==> src/rtl/mux_tdm_pkg.sv <==
// Shared types for the TDM scanning multiplexer: FSM state encoding and mode values.
package mux_tdm_pkg;

  typedef enum logic [1:0] {
    IDLE,
    WAIT,
    SAMPLE,
    HOLD
  } state_t;

  localparam logic MODE_MANUAL = 1'b0;
  localparam logic MODE_AUTO   = 1'b1;

endpackage

==> src/rtl/rr_pick_next.sv <==
// Round-robin channel picker: first set mask bit at or above start (wrapping),
// plus a flag telling whether that bit is the highest set bit of the mask.
module rr_pick_next #(
  parameter  int N_CH  = 8,
  localparam int SEL_W = $clog2(N_CH)
) (
  input  logic [N_CH-1:0]  mask,
  input  logic [SEL_W-1:0] start,
  output logic             found,
  output logic [SEL_W-1:0] index,
  output logic             is_last
);

  // Rotating a doubled mask lines bit 'start' up at position 0, so the
  // first set bit of the low half is the wrapped ascending search result.
  always_comb begin
    logic [2*N_CH-1:0] dbl;
    logic [N_CH-1:0]   rot;
    int                off;
    int                pos;
    int                hi;
    found   = 1'b0;
    index   = '0;
    is_last = 1'b0;
    off     = 0;
    hi      = 0;
    dbl     = {mask, mask} >> start;
    rot     = dbl[N_CH-1:0];
    for (int i = 0; i < N_CH; i++) begin
      if (!found && rot[i]) begin
        found = 1'b1;
        off   = i;
      end
      if (mask[i]) begin
        hi = i;
      end
    end
    pos = int'(start) + off;
    if (pos >= N_CH) begin
      pos = pos - N_CH;
    end
    index   = SEL_W'(pos);
    is_last = found && (index == SEL_W'(hi));
  end

endmodule

==> src/rtl/mux_tdm_scan.sv <==
// N-channel TDM multiplexer with manual select or round-robin auto-scan and a valid/ready output.
// Optional parity output is enabled by defining MUX_TDM_PARITY_EN.
module mux_tdm_scan
  import mux_tdm_pkg::*;
#(
  parameter  int N_CH   = 8,
  parameter  int DATA_W = 8,
  parameter  int DWELL  = 4,
  localparam int SEL_W  = $clog2(N_CH)
) (
  input  logic                   clk,
  input  logic                   rst_n,
  input  logic                   en,
  input  logic                   mode,
  input  logic [SEL_W-1:0]       sel_in,
  input  logic [N_CH-1:0]        ch_mask,
  input  logic [N_CH*DATA_W-1:0] data_in,
  output logic [DATA_W-1:0]      data_out,
  output logic [SEL_W-1:0]       ch_out,
  output logic                   out_valid,
  input  logic                   out_ready,
  output logic                   scan_wrap
`ifdef MUX_TDM_PARITY_EN
  ,
  output logic                   data_par
`endif
);

  localparam int DW_W = (DWELL > 1) ? $clog2(DWELL) : 1;
  localparam logic [DW_W-1:0] DWELL_LOAD = DW_W'(DWELL - 1);

  state_t            state, state_nxt;
  logic [DW_W-1:0]   dwell_cnt, dwell_nxt;
  logic [SEL_W-1:0]  scan_ptr, ptr_nxt;
  logic [DATA_W-1:0] data_nxt;
  logic [SEL_W-1:0]  ch_nxt;
  logic              valid_nxt, wrap_nxt;
  logic              hold_auto, auto_nxt;
  logic              hold_last, last_nxt;
  logic              pick_found, pick_last;
  logic [SEL_W-1:0]  pick_index;
  logic [SEL_W-1:0]  sample_ch;
  logic [DATA_W-1:0] sample_word;
`ifdef MUX_TDM_PARITY_EN
  logic              par_nxt;
`endif

  // Out-of-range indices match no channel and therefore yield zero.
  function automatic logic [DATA_W-1:0] chan_word(input logic [N_CH*DATA_W-1:0] bus,
                                                  input logic [SEL_W-1:0] idx);
    logic [DATA_W-1:0] w;
    w = '0;
    for (int k = 0; k < N_CH; k++) begin
      if (idx == SEL_W'(k)) begin
        w = bus[k*DATA_W +: DATA_W];
      end
    end
    return w;
  endfunction

  rr_pick_next #(.N_CH(N_CH)) u_pick (
    .mask    (ch_mask),
    .start   (scan_ptr),
    .found   (pick_found),
    .index   (pick_index),
    .is_last (pick_last)
  );

  assign sample_ch   = (mode == MODE_AUTO) ? pick_index : sel_in;
  assign sample_word = chan_word(data_in, sample_ch);

  always_ff @(posedge clk or negedge rst_n) begin
    if (!rst_n) begin
      state     <= IDLE;
      dwell_cnt <= '0;
      scan_ptr  <= '0;
      data_out  <= '0;
      ch_out    <= '0;
      out_valid <= 1'b0;
      scan_wrap <= 1'b0;
      hold_auto <= 1'b0;
      hold_last <= 1'b0;
`ifdef MUX_TDM_PARITY_EN
      data_par  <= 1'b0;
`endif
    end else begin
      state     <= state_nxt;
      dwell_cnt <= dwell_nxt;
      scan_ptr  <= ptr_nxt;
      data_out  <= data_nxt;
      ch_out    <= ch_nxt;
      out_valid <= valid_nxt;
      scan_wrap <= wrap_nxt;
      hold_auto <= auto_nxt;
      hold_last <= last_nxt;
`ifdef MUX_TDM_PARITY_EN
      data_par  <= par_nxt;
`endif
    end
  end

  // Mode and the is-last flag are latched at SAMPLE so that HOLD-time
  // changes to mode or mask only affect the next sample.
  always_comb begin
    state_nxt = state;
    dwell_nxt = dwell_cnt;
    ptr_nxt   = scan_ptr;
    data_nxt  = data_out;
    ch_nxt    = ch_out;
    valid_nxt = out_valid;
    wrap_nxt  = 1'b0;
    auto_nxt  = hold_auto;
    last_nxt  = hold_last;
`ifdef MUX_TDM_PARITY_EN
    par_nxt   = data_par;
`endif
    case (state)
      IDLE: begin
        if (en) begin
          state_nxt = WAIT;
          dwell_nxt = DWELL_LOAD;
        end
      end
      WAIT: begin
        if (!en) begin
          state_nxt = IDLE;
        end else if (dwell_cnt == '0) begin
          state_nxt = SAMPLE;
        end else begin
          dwell_nxt = dwell_cnt - 1'b1;
        end
      end
      SAMPLE: begin
        if (mode == MODE_AUTO && !pick_found) begin
          state_nxt = WAIT;
          dwell_nxt = DWELL_LOAD;
        end else begin
          state_nxt = HOLD;
          data_nxt  = sample_word;
          ch_nxt    = sample_ch;
          valid_nxt = 1'b1;
          auto_nxt  = (mode == MODE_AUTO);
          last_nxt  = (mode == MODE_AUTO) && pick_last;
`ifdef MUX_TDM_PARITY_EN
          par_nxt   = ^sample_word;
`endif
        end
      end
      HOLD: begin
        if (out_ready) begin
          valid_nxt = 1'b0;
          dwell_nxt = DWELL_LOAD;
          state_nxt = en ? WAIT : IDLE;
          if (hold_auto) begin
            ptr_nxt  = (ch_out == SEL_W'(N_CH - 1)) ? '0 : ch_out + 1'b1;
            wrap_nxt = hold_last;
          end
        end
      end
      default: begin
        state_nxt = IDLE;
      end
    endcase
  end

endmodule

==> config.mk <==
export PLATFORM = sky130hd
export DESIGN_NAME = mux_tdm_scan
export DESIGN_NICKNAME = d
export VERILOG_FILES = /design/src/rtl/mux_tdm_pkg.sv /design/src/rtl/rr_pick_next.sv /design/src/rtl/mux_tdm_scan.sv
export SDC_FILE = /design/constraint.sdc
export NUM_CORES = 1
export LEC_CHECK = 0
export CORE_MARGIN = 3
export CORE_UTILIZATION = 44
export CTS_CLUSTER_SIZE = 12
export DETAILED_ROUTE_END_ITERATION = 10
export MAX_ROUTING_LAYER = met4
export PLACE_DENSITY = 0.81
export SYNTH_ARGS = -nofsm -noshare
export SYNTH_HDL_FRONTEND = slang
export SYNTH_SLANG_ARGS = --single-unit
==> constraint.sdc <==
create_clock -name clk -period 5.5 [get_ports clk]
set_input_delay 1.1 -clock clk [delete_from_list [all_inputs] [get_ports clk]]
set_output_delay 1.1 -clock clk [all_outputs]
set_load 0.01 [all_outputs]
### Word-level counts from Yosys, hierarchy flattened

Index checks and enable logic that the tools add are counted.

* logic and storage cells: 114
* bits of input ports: 80
* output and inout port bits: 13
* bits in registers: 22

* $add $sub $neg: 4
* bitwise gates (word level): 1
* reductions and logical operators: 27
* shifts and indexed selects: 1
* multiplexer cells: 52
* equal/unequal tests: 19
* magnitude comparators: 1

Operators by type and width (number)
* $mux 8: 8
* $mux 3: 11
* $mux 2: 14
* $mux 1: 16
* $pmux 2 s4: 2
* $shr 16x3->8: 1
* $eq 3x3->1 const B: 5
* $ne 2x2->1 const B: 6
* $logic_and 1x1->1: 10
* $reduce_and 3->1: 3
* $logic_not 1->1: 8
* $eq 3x2->1 const B: 2
* $reduce_and 5->1: 1
* $add 3x3->4: 1
* $eq 2x2->1 const B: 2
* $ge 4x4->1 const B: 1
* $logic_not 2->1: 2
* $add 3x1->3 const B: 1
* $eq 3x1->1 const B: 1
* $eq 3x3->1: 1
* $logic_not 3->1: 1
* $ne 3x3->1 const B: 1
* $sub 3x1->3 const B: 1
* $eq 2x1->1 const B: 1
* other kinds (5): 5

### Depth between registers and ports, before layout

Gate-level depths: netlist of the first run.

* word-level depth: 36
* gate-level depth with buffers: 18
* mapped depth without buffers: 15

### Modules after synthesis

A second synthesis of the first run with hierarchy kept.

* cell total of the unflattened synthesis: 323
* area, all modules: 2666.3 sq um

By module, submodules not included
* mux_tdm_scan: instances 1, area each 1786.7 sq um, sequential area each 550.5 sq um, cells an instance 215
* rr_pick_next: instances 1, area each 879.6 sq um, sequential area each 0.0 sq um, cells an instance 108

### Worst setup path before layout of the first run

No wires, ideal clock.

* path kind: input-to-reg
* start point: input port ch_mask[4]
* end point: register data_out[6]
* arrival time: 4.447 ns
* required time: 5.374 ns
* path buffers: 2
* path slack: 0.927 ns
* stages on the path: 16
* path through: buf_2 -> mux4_2 -> mux2_2 -> nor2b_1 -> nand2b_1 -> nand2_1 -> a211o_1 -> o211ai_1 -> ha_1 -> fa_1 -> mux2i_1 -> clkbuf_1 -> nand3_1 -> o21ai_0 -> nor4_1 -> o32a_1

* word-level cells in the longest chain between the ends: 36

Ends and longest elaborated chain
* start, declared: RTL line mux_tdm_scan.sv:16 `input logic [N_CH-1:0] ch_mask,`
* $shr 16x3->8 *: RTL line rr_pick_next.sv:27 `dbl = {mask, mask} >> start;`
* $mux 1: RTL line rr_pick_next.sv:30 `if (!found && rot[i]) begin`
* $logic_not 1->1: RTL line rr_pick_next.sv:30
* $logic_and 1x1->1: RTL line rr_pick_next.sv:30
* $mux 1: RTL line rr_pick_next.sv:30
* $logic_not 1->1: RTL line rr_pick_next.sv:30
* $logic_and 1x1->1: RTL line rr_pick_next.sv:30
* $mux 1: RTL line rr_pick_next.sv:30
* [... 13 more ...]
* $logic_and 1x1->1: RTL line rr_pick_next.sv:30
* $mux 3: RTL line rr_pick_next.sv:30
* $add 3x3->4: RTL line rr_pick_next.sv:38 `pos = int'(start) + off;`
* $ge 4x4->1 / $sub 3x1->3 (equally long branches): RTL line rr_pick_next.sv:39, rr_pick_next.sv:40
* $mux 3: RTL line rr_pick_next.sv:39 `if (pos >= N_CH) begin`
* $mux 3: RTL line mux_tdm_scan.sv:69 `assign sample_ch = (mode == MODE_AUTO) ? pick_index : sel_in;`
* $logic_not 3->1: RTL line mux_tdm_scan.sv:54 `if (idx == SEL_W'(k)) begin`
* $mux 8 (8 in a row): RTL line mux_tdm_scan.sv:54
* end signal, assigned: RTL line mux_tdm_scan.sv:90 `data_out <= data_nxt;`
* end, declared: RTL line mux_tdm_scan.sv:18 `output logic [DATA_W-1:0] data_out,`

Mark *: on every way between the ends. The rest lies on a longest branch, timed or not.
A chain may end at the register's enable or synchronous reset.

### Final worst setup path of the first run

* start point: input port ch_mask[4]
* end point: register data_out[3]

The elaborated chain is that of the path after synthesis.

==> results of run 1 <==
-- routing by layer --
| metal | up-vias | part of all wire (%) | GRT usage, % |
|---|---|---|---|
| li1 | 1197 | - | - |
| met1 | 1159 | 45 | 31.7 |
| met2 | 89 | 48 | 37.4 |
| met3 | 14 | 4.7 | 1.70 |
| met4 | 0 | 1.8 | 6.29 |
| met5 | - | 0 | - |
-- worst register-to-register path, cell delays in order, from the launching register on --
cell	delay, ns
dfrtp_1	0.69
mux4_2	0.60
mux2_2	0.31
nor2b_1	0.14
nand2b_1	0.13
nand2_1	0.07
a211o_1	0.12
o211ai_1	0.09
ha_1	0.20
fa_1	0.56
mux2_2	0.47
mux4_2	0.38
nand2_1	0.08
mux2i_1	0.09
o221a_1	0.23
-- logic make-up after synthesis --
logic type | Yosys count | synth area share [%]
adder cells (fa/ha/maj) | 5 | 3.01
AO/OA/AOI/OAI | 64 | 19.0
AND/OR/NAND/NOR | 112 | 23.1
flip-flops | 22 | 23.7
buffers and inverters | 31 | 5.65
XOR/XNOR | 5 | 1.88
multiplexers | 41 | 23.7
-- worst max-delay path by stage --
| stage | end | startpoint | cells past startpoint |
|---|---|---|---|
| detailed placement | data_out[5]$_DFFE_PN0P_ | ch_mask[4] | 15 |
| global placement | data_out[5]$_DFFE_PN0P_ | ch_mask[4] | 15 |
| finish | data_out[3]$_DFFE_PN0P_ | ch_mask[4] | 15 |
| global route | data_out[3]$_DFFE_PN0P_ | ch_mask[4] | 16 |
| CTS | data_out[5]$_DFFE_PN0P_ | ch_mask[4] | 15 |
| floorplan | data_out[6]$_DFFE_PN0P_ | ch_mask[4] | 16 |
-- area by class of cell --
class,instances,area share (%)
flip-flops and latches,22,16.4
well taps,67,2.49
clock buffers,3,1.23
multi-input cells,227,49.1
clock inverters,1,0.893
inverters,11,1.23
repair buffers,98,28.7
-- Yosys cell counts, types with 5 or more instances --
cell type  instances  area, µm²
nor2_1            13       48.8
o211ai_1           8       60.1
clkbuf_1          14       52.6
mux2_2             8       90.1
nand2b_1           7       43.8
mux4_2            10        225
nand2_1           56        210
a21oi_1           17       85.1
inv_1             10       37.5
nand3_1           14       70.1
a31oi_1            5       31.3
o221a_1            5       56.3
o21ai_0            7       35.0
mux2i_1           19        190
dfrtp_1           22        551
-- power by group through the flow --
| stage | Sequential, µW | Clock, µW | Combinational (µW) |
|---|---|---|---|
| floorplan | 293 | 0 | 863 |
| global placement | 321 | 0 | 1160 |
| detailed placement | 323 | 0 | 1180 |
| CTS | 320 | 155 | 1190 |
| global route | 336 | 160 | 1310 |
| finish | 322 | 154 | 1190 |
-- registers in the layout, summed over array words and instances (netlist names) --
signal,cells
hold_last,1
ch_out,3
data_out,8
dwell_cnt,2
hold_auto,1
out_valid,1
scan_ptr,3
scan_wrap,1
state,2
-- metrics by stage --
stage,area (µm²),instances,hold WS [ns],power (µW),setup WS [ns]
3_3_place_gp,3290,425,0.457,1480,0.416
2_1_floorplan,2330,280,0.456,1160,0.927
3_5_place_dp,3290,425,0.462,1500,0.325
4_1_cts,3360,429,0.482,1660,0.612
6_report,3360,429,0.481,1670,0.582
5_1_grt,3360,429,0.512,1810,0.333
==> run_results.csv, run 1 <==
group,metric,value,unit
sta,setup_tns,0,ns
critical_path,cp_slowest_cell,"clkdlybuf4s50_1",
synthesis,yosysSeqAreaShare,23.7,%
cells_and_area,num-fill-cells,427,
sta,period_share,89.4,%
cts,post_cts_buffers,0,
synthesis,synth_area_per_cell,8.31,µm²
cts,htreeDepth,1,
floorplan,fp.dieW,78.7,µm
floorplan,dieArea,6190,µm²
cts,clockRootBuffer,"clkbuf_8",
sta,period_minus_slack,4.92,ns
cts,cts_hold_buf,0,
critical_path,start_kind,"primary input",
cells_and_area,area_growth,44.5,%
power,intPower,905,µW
synthesis,syn-num-nets,365,
critical_path,path_cells,"clkdlybuf4s50_1 -> mux4_2 -> mux2_2 -> nor2b_1 -> nand2b_1 -> nand2_1 -> a211o_1 -> o211ai_1 -> ha_1 -> fa_1 -> mux2_2 -> mux4_2 -> nand2_1 -> mux2i_1 -> o221a_1",
cells_and_area,num-nets-final,448,
hold_path,hold_start,"out_valid$_DFFE_PN0P_",
cts,cts_tree,"built",
routing,wl_per_cell,16.4,µm
sta,setup_violations,0,
cells_and_area,multi_input_area,1650,µm²
routing,via_per_inst,5.73,
routing,drt_pass1_iterations,4,
floorplan,initial_core_util,47.4,%
cts,clock_latency,0.27,ns
critical_path,cpPeakStageDelay,0.56,ns
global_routing,grt_antenna_before_repair,0,
power,cellLeakagePower,0.00137,µW
cells_and_area,regArea,551,µm²
global_routing,grt_pass1_vias,2362,
cells_and_area,layout-drive-gt1-share,9.39,%
sta,finalHoldViolCount,0,
cells_and_area,final_core_utilization,68.5,%
sta,finClkSkew,0.00235,ns
critical_path,cp.arrival,5.08,ns
routing,drt_iter0_drc,155,
synthesis,synth_edf_count,0,
power,swShare,45.7,%
critical_path,worst_setup_path_end_kind,"flop",
critical_path,cpLargestDelayFamily,"multiplexers",
synthesis,syn_inst,280,
critical_path,rr_endpoint,"data_out[3]$_DFFE_PN0P_",
global_routing,grt_pass1_wl,11300,µm
floorplan,die_h,78.7,µm
sta,fmax,203,MHz
routing,drt_wl_total,7020,µm
cells_and_area,final_cell_mix,"clkdlybuf4s50_1 (92), nand2_1 (56), dfrtp_1 (22), mux2i_1 (19), a21oi_1 (17)",
critical_path,rr_worst_depth,14,
global_routing,grt_max_degree,23,
routing,drtAntennaViolNets,0,
synthesis,yosysWarnings,0,
cts,post_cts_resized,0,
power,switchingPower,761,µW
placement,gp_congestion,0.910,
placement,port_buffers,92,
cts,cts_made_buffers,3,
synthesis,synth_area,2330,µm²
floorplan,io_pins,93,
routing,vias,2459,
power,clockPowerShare,9.3,%
critical_path,required,5.66,ns
global_routing,grt_usage,23.2,%
sta,slew_headroom,33.8,%
power,peakVddDrop,0.446,mV
critical_path,worst_r2r_startpoint,"scan_ptr[1]$_DFFE_PN0P_",
hold_path,hold_depth,2,
sta,drv_slew,0,
cts,path_clk_slew,0.08,ns
hold_path,hold_end,"out_valid$_DFFE_PN0P_",
power,power.density,496,nW/µm²
synthesis,synth-seq-cells,22,
cells_and_area,n_antenna_cell,0,
run,drv_cap,0,
critical_path,path_class,"primary input to flop",
routing,drc,0,
synthesis,yosys.cell_types.count,54,
power,pwr-share-comb,71.4,%
power,power_frac_seq,19.3,%
sta,rsz0062_at_grt,"no",
critical_path,crit_fanout,22,
placement,dp_hpwl,5530,µm
cts,clkSinkCount,22,
floorplan,coreArea,4910,µm²
run_status,status,"finished clean",
global_routing,grt.overflow.total,0,
cells_and_area,final_common_cell,"clkdlybuf4s50_1",
critical_path,r2r_slack,1.24,ns
floorplan,row_count,25,
synthesis,ys.flop_type,"dfrtp_1",
sta,worst_slew_pin_slew,0.990,ns
hold_path,hp-class,"flop to flop",
synthesis,async_flop_share,100,%
critical_path,crit_buf_inv,1,
cts,ctsLongestPathBuffers,2,
Note: power is estimated with default switching activity, not from simulation.
==> run 2: changes to the inputs <==
--- a/config.mk
+++ b/config.mk
@@ -7,6 +7,7 @@
 export LEC_CHECK = 0
 export CORE_MARGIN = 3
 export CORE_UTILIZATION = 44
+export CTS_BUF_LIST = sky130_fd_sc_hd__clkbuf_4 sky130_fd_sc_hd__clkbuf_8 sky130_fd_sc_hd__clkbuf_16
 export CTS_CLUSTER_SIZE = 12
 export DETAILED_ROUTE_END_ITERATION = 10
 export MAX_ROUTING_LAYER = met4
==> constraint.sdc (replaced) <==
create_clock -name clk -period 5.5 [get_ports clk]
set_input_delay 1.1 -clock clk [delete_from_list [all_inputs] [get_ports clk]]
set_output_delay 1.1 -clock clk [all_outputs]
set_load 0.05 [all_outputs]
==> results of run 2 <==
The final DEF is identical to that of run 1. Status: finished clean.
Among the figures that moved: total power 1670 µW -> 1790 µW; worst IR drop on VDD 0.446 mV -> 0.447 mV
==> run 3: changes to the inputs <==
--- a/config.mk
+++ b/config.mk
@@ -15,3 +15,4 @@
 export SYNTH_ARGS = -nofsm -noshare
 export SYNTH_HDL_FRONTEND = slang
 export SYNTH_SLANG_ARGS = --single-unit
+export TNS_END_PERCENT = 1
==> results of run 3 <==
The final DEF is identical to that of run 1. Status: finished clean.
Among the figures that moved: total power 1670 µW -> 1790 µW; worst IR drop on VDD 0.446 mV -> 0.447 mV
